## src/rtl/inta_sequencer.sv

```systemverilog
// Interrupt-acknowledge sequencer: issues 2 (8086) or 3 (MCS-80/85) INTA pulses,
// captures the controller's bytes and presents the resolved vector with a valid/ready handshake.
module inta_sequencer #(
  parameter int PULSE_LOW_CYCLES = 2,
  parameter int PULSE_GAP_CYCLES = 2
) (
  input  logic        clock,
  input  logic        reset_n,
  input  logic        interrupt_to_cpu,
  input  logic        interrupt_enable,
  input  logic        cpu_mode_8086,
  input  logic [7:0]  data_bus_in,
  input  logic        vector_ready,
  output logic        interrupt_acknowledge_n,
  output logic        busy,
  output logic        vector_valid,
  output logic [7:0]  vector_type,
  output logic [15:0] vector_address,
  output logic        call_opcode_error
);

  // state   | meaning
  // IDLE    | waiting for INT with interrupts enabled
  // ACK_LOW | INTA strobe held low, phase_cnt counts down the low time
  // ACK_GAP | INTA high between pulses, phase_cnt counts down the gap
  // DONE    | vector presented, waiting for vector_ready

  localparam logic [3:0] LOW_LOAD = 4'(PULSE_LOW_CYCLES - 1);
  localparam logic [3:0] GAP_LOAD = 4'(PULSE_GAP_CYCLES - 1);

  typedef enum logic [1:0] {IDLE, ACK_LOW, ACK_GAP, DONE} state_t;

  state_t     state, state_d;
  logic [1:0] pulse_cnt, pulse_cnt_d;
  logic [3:0] phase_cnt, phase_cnt_d;
  logic       mode_8086, mode_8086_d;
  logic       capture;
  logic       start;

  always_ff @(posedge clock or negedge reset_n) begin
    if (!reset_n) begin
      state                   <= IDLE;
      pulse_cnt               <= 2'd0;
      phase_cnt               <= 4'd0;
      mode_8086               <= 1'b0;
      interrupt_acknowledge_n <= 1'b1;
    end else begin
      state                   <= state_d;
      pulse_cnt               <= pulse_cnt_d;
      phase_cnt               <= phase_cnt_d;
      mode_8086               <= mode_8086_d;
      // Strobe registered from the next state so it is glitch-free and lines up with ACK_LOW.
      interrupt_acknowledge_n <= (state_d != ACK_LOW);
    end
  end

  // pulse_cnt holds the number of pulses still to follow the current one.
  always_comb begin
    state_d     = state;
    pulse_cnt_d = pulse_cnt;
    phase_cnt_d = phase_cnt;
    mode_8086_d = mode_8086;
    capture     = 1'b0;
    start       = 1'b0;
    case (state)
      IDLE: begin
        if (interrupt_to_cpu && interrupt_enable) begin
          start       = 1'b1;
          state_d     = ACK_LOW;
          phase_cnt_d = LOW_LOAD;
          mode_8086_d = cpu_mode_8086;
          pulse_cnt_d = cpu_mode_8086 ? 2'd1 : 2'd2;
        end
      end
      ACK_LOW: begin
        if (phase_cnt == 4'd0) begin
          capture = 1'b1;
          if (pulse_cnt == 2'd0) begin
            state_d = DONE;
          end else begin
            state_d     = ACK_GAP;
            phase_cnt_d = GAP_LOAD;
            pulse_cnt_d = pulse_cnt - 2'd1;
          end
        end else begin
          phase_cnt_d = phase_cnt - 4'd1;
        end
      end
      ACK_GAP: begin
        if (phase_cnt == 4'd0) begin
          state_d     = ACK_LOW;
          phase_cnt_d = LOW_LOAD;
        end else begin
          phase_cnt_d = phase_cnt - 4'd1;
        end
      end
      DONE: begin
        if (vector_ready) state_d = IDLE;
      end
      default: state_d = IDLE;
    endcase
  end

  // Byte placement depends on which pulse is ending: MCS-80 pulses carry opcode, low, high.
  always_ff @(posedge clock or negedge reset_n) begin
    if (!reset_n) begin
      vector_type       <= 8'd0;
      vector_address    <= 16'd0;
      call_opcode_error <= 1'b0;
    end else if (start) begin
      vector_type       <= 8'd0;
      vector_address    <= 16'd0;
      call_opcode_error <= 1'b0;
    end else if (capture) begin
      if (mode_8086) begin
        if (pulse_cnt == 2'd0) begin
          vector_type       <= data_bus_in;
          vector_address    <= {6'b0, data_bus_in, 2'b00};
          call_opcode_error <= 1'b0;
        end
      end else begin
        case (pulse_cnt)
          2'd2: call_opcode_error <= (data_bus_in != 8'hCD);
          2'd1: begin
            vector_type         <= data_bus_in;
            vector_address[7:0] <= data_bus_in;
          end
          default: vector_address[15:8] <= data_bus_in;
        endcase
      end
    end
  end

  assign busy         = (state != IDLE);
  assign vector_valid = (state == DONE);

endmodule

```

## config.mk

```make
export PLATFORM = sky130hd
export DESIGN_NAME = inta_sequencer
export DESIGN_NICKNAME = d
export VERILOG_FILES = /design/src/rtl/inta_sequencer.sv
export SDC_FILE = /design/constraint.sdc
export NUM_CORES = 1
export LEC_CHECK = 0
export ABC_AREA = 1
export ABC_CLOCK_PERIOD_IN_PS = 3000
export BUFFER_PORTS_ARGS = -buffer_cell sky130_fd_sc_hd__buf_2
export CORE_ASPECT_RATIO = 0.9
export CORE_UTILIZATION = 50
export CTS_CLUSTER_SIZE = 10
export DETAILED_ROUTE_END_ITERATION = 10
export GPL_TIMING_DRIVEN = 0
export HOLD_SLACK_MARGIN = 0.08
export PLACE_DENSITY = 0.74
export SETUP_SLACK_MARGIN = 0.1
export SLEW_MARGIN = 25
export SYNTH_ARGS = -nofsm -noshare
export SYNTH_HDL_FRONTEND = slang
export SYNTH_SLANG_ARGS = --single-unit
```

## constraint.sdc

```tcl
create_clock -name clock -period 3 [get_ports clock]
set_input_delay 0.6 -clock clock [delete_from_list [all_inputs] [get_ports clock]]
set_output_delay 0.6 -clock clock [all_outputs]
set_load 0.01 [all_outputs]
```

==> results.md <==
* First-pass GRT wire length at 6.430 mm
* Post-Syn Area at 0.001924 mm2
* DR WL/cell at 12.31 um
* Final WL at 3.864 mm
* Placed instance count at 306
* Initial antenna violation count at 0
* Combinational power share at 0.519
* Die ar. at 0.004101 mm2
* Die Y at 60.86 um
* Peak VDD IR at 485.3 uV
* PostCTS Resize Cnt at 0
* Post-synthesis cell type count at 26
* Yosys reg bits at 35
* Setup bufs post-CTS at 0
* Yosys warns at 0
* Sw Pwr at 1040 uW
* Synthesized instance count at 219
* Worst-Skew Late Latency at 0.29 ns
* H-tree depth at 2
* Syn-to-layout area delta at 18.86%
* Root Buffer Master: clkbuf_8
* Fin crit share at 0.6805
* Leak at 0.001210 uW
* CP Capture Type: output pin
* GPL Wtd Cong at 0.8948
* Clock period minus worst slack at 2.042 ns
* Layout Cells excl Fill at 314
* Core area at 0.003705 mm2
* CTS tree: done
* Power density over cell area at 1054 mW/mm2
* Reg clk slew, reported paths at 0.07 ns
* # port buffers at 41
* Clock Skews at 0.005143 ns
* Nets@finish at 289
* Part of the power in registers at 0.328
* Total congestion overflow at 0
* Status: finished clean
* ANT nets after route at 0
* Setup TNS at 0 ns
* Crit path DAT at 1.44 ns
* Vias/cell at 4.949
* Share of layout cells above drive strength 1 at 0.3545
* Worst-margin pin slew at 0.7653 ns
* Total GRT Usage at 0.2175
* DR DRC count at 0
* CTS Hold Bufs at 0
* # Max-Cap Violations at 0
* Worst setup SP type: flop
* Final hold vios at 0
* Largest net degree at the start of global routing at 36
* Final worst slack at 0.9585 ns
* Hold crit path type: in2async
* Die W at 67.40 um
* CTS buffer count at 5
* Worst Setup Path Type: reg2out
* DRT Pass-1 Iters at 6
* Vias at 1554
* CTS Sinks at 35
* Place WS at 1.174 ns
* Peak fanout along the critical path at 6
* Vias in the first global route at 1383
* CTS Buffer Depth at 2
* Max Slew Vio Count at 0
* Boundary pin count at 42
* Initial drt markers at 91
* Slew margin rel. at 0.4898
* Clk network pwr share at 0.153
* N_diodes at 0
* Req. time, crit path at 2.40 ns
* Total power at 2411 uW
* RSZ-0062 raised after global routing: false
* Final setup fails at 0
* Fmax at 489.8 MHz
* Row count at 21
* Mean post-synth cell area at 8.787 um2
* Post-Syn Nets at 241
* Detailed placement HPWL at 2.933 mm
* Net Sw Frac at 0.4312
* Starting density of the core at 0.5194
* Sequential fraction of the synthesis area at 0.4558
* Int Power at 1371 uW
[registers in the layout, indices dropped and copies added (netlist names)]
signal and count:
interrupt_acknowledge_n 1, phase_cnt 4, vector_address 16, pulse_cnt 2, mode_8086 1, call_opcode_error 1, vector_type 8, state 2
[cell type report]
| cell class | count | area [um2] |
|---|---|---|
| Fill cell | 341 | 1418 |
| Multi-Input combinational cell | 160 | 917.1 |
| Sequential cell | 35 | 877.1 |
| Timing Repair Buffer | 41 | 205.2 |
| Clock buffer | 8 | 100.1 |
| Buffer | 7 | 66.31 |
| Inverter | 17 | 63.81 |
| Tap cell | 46 | 57.56 |
[layout by cell type, fill, tap and decap left out]
cell type,instances
nor3_1,1
nor2_1,20
o21bai_1,1
clkbuf_8,7
or2_0,1
inv_2,1
inv_1,16
ha_1,8
or2_2,1
buf_2,43
clkbuf_1,1
nand4_1,2
nand3_2,1
o21a_1,1
nand2_2,9
dfrtp_1,34
xor2_1,2
nand3_4,1
buf_6,5
dfstp_2,1
and2_1,1
a21oi_1,8
o21ai_2,24
o21ai_4,1
nand3_1,8
nor2_4,1
o21ai_0,10
nand2_1,59
[per-layer routing]
layer,track usage,vias up,wire length [um]
met1,0.3088,719,1974
met3,0.03947,6,127
li1,-,798,-
met2,0.3171,31,1699
met4,0.1094,0,62
met5,0,-,0
[per-stage QoR]
step | area, um2 | utilization | hold WS (ns)
after floorplan | 1924 | - | 0.3044
after global placement | 2187 | 0.5903 | 0.4633
after detailed placement | 2187 | 0.5903 | 0.4675
after CTS | 2287 | 0.6174 | 0.4038
after global routing | 2287 | 0.6174 | 0.4460
final | 2287 | 0.6174 | 0.3777
[synthesized netlist by cell type]
cell type	number	share of area
nand2_1	59	0.12
dfrtp_1	34	0.44
o21ai_2	24	0.11
nor2_1	20	0.039
inv_1	16	0.031
o21ai_0	10	0.026
nand2_2	9	0.029
a21oi_1	8	0.021
ha_1	8	0.052
nand3_1	8	0.021
buf_6	5	0.029
buf_2	2	0.0052
nand4_1	2	0.0065
xor2_1	2	0.0091
and2_1	1	0.0033
dfstp_2	1	0.014
inv_2	1	0.0019
nand3_2	1	0.0052
nand3_4	1	0.0091
nor2_4	1	0.0059
nor3_1	1	0.0026
o21a_1	1	0.0039
o21ai_4	1	0.0085
o21bai_1	1	0.0039
or2_0	1	0.0033
or2_2	1	0.0033
[cell families after synthesis]
family | after synthesis | synth area share
compound gates | 45 | 0.1723
xor+xnor | 2 | 0.009104
fa+ha+maj | 8 | 0.05202
buf+inv | 24 | 0.06762
flops | 35 | 0.4558
simple gates | 105 | 0.2432
[worst max-delay path, cell delays in order, from the launching register on]
cell	delay, ns
dfrtp_1	0.44
inv_1	0.13
ha_1	0.31
inv_1	0.11
buf_2	0.15
[path summary, 6_finish.rpt]
kind                                           startpoint                        endpoint  slack [ns]  cells after the start
setup / recovery                       state[0]$_DFF_PN0_                            busy        0.96                      4
hold / removal                                    reset_n  vector_address[14]$_DFFE_PN0P_        0.38                      1
setup reg to reg                       state[0]$_DFF_PN0_   vector_address[6]$_DFFE_PN0P_        1.13                      8
hold reg to reg            vector_address[13]$_DFFE_PN0P_  vector_address[13]$_DFFE_PN0P_        0.48                      2
max in group asynchronous                         reset_n        phase_cnt[1]$_DFFE_PN0P_        2.13                      1
min in group clock         vector_address[13]$_DFFE_PN0P_  vector_address[13]$_DFFE_PN0P_        0.48                      2
[power groups by stage]
stage	Combinational (uW)	Clock (uW)	Sequential, uW
after floorplan	858	0	853
after global placement	1230	0	790
after detailed placement	1250	0	800
after CTS	1260	382	791
after global routing	1430	401	819
final	1250	369	791
No activity file was read; power rests on OpenSTA's default activity.
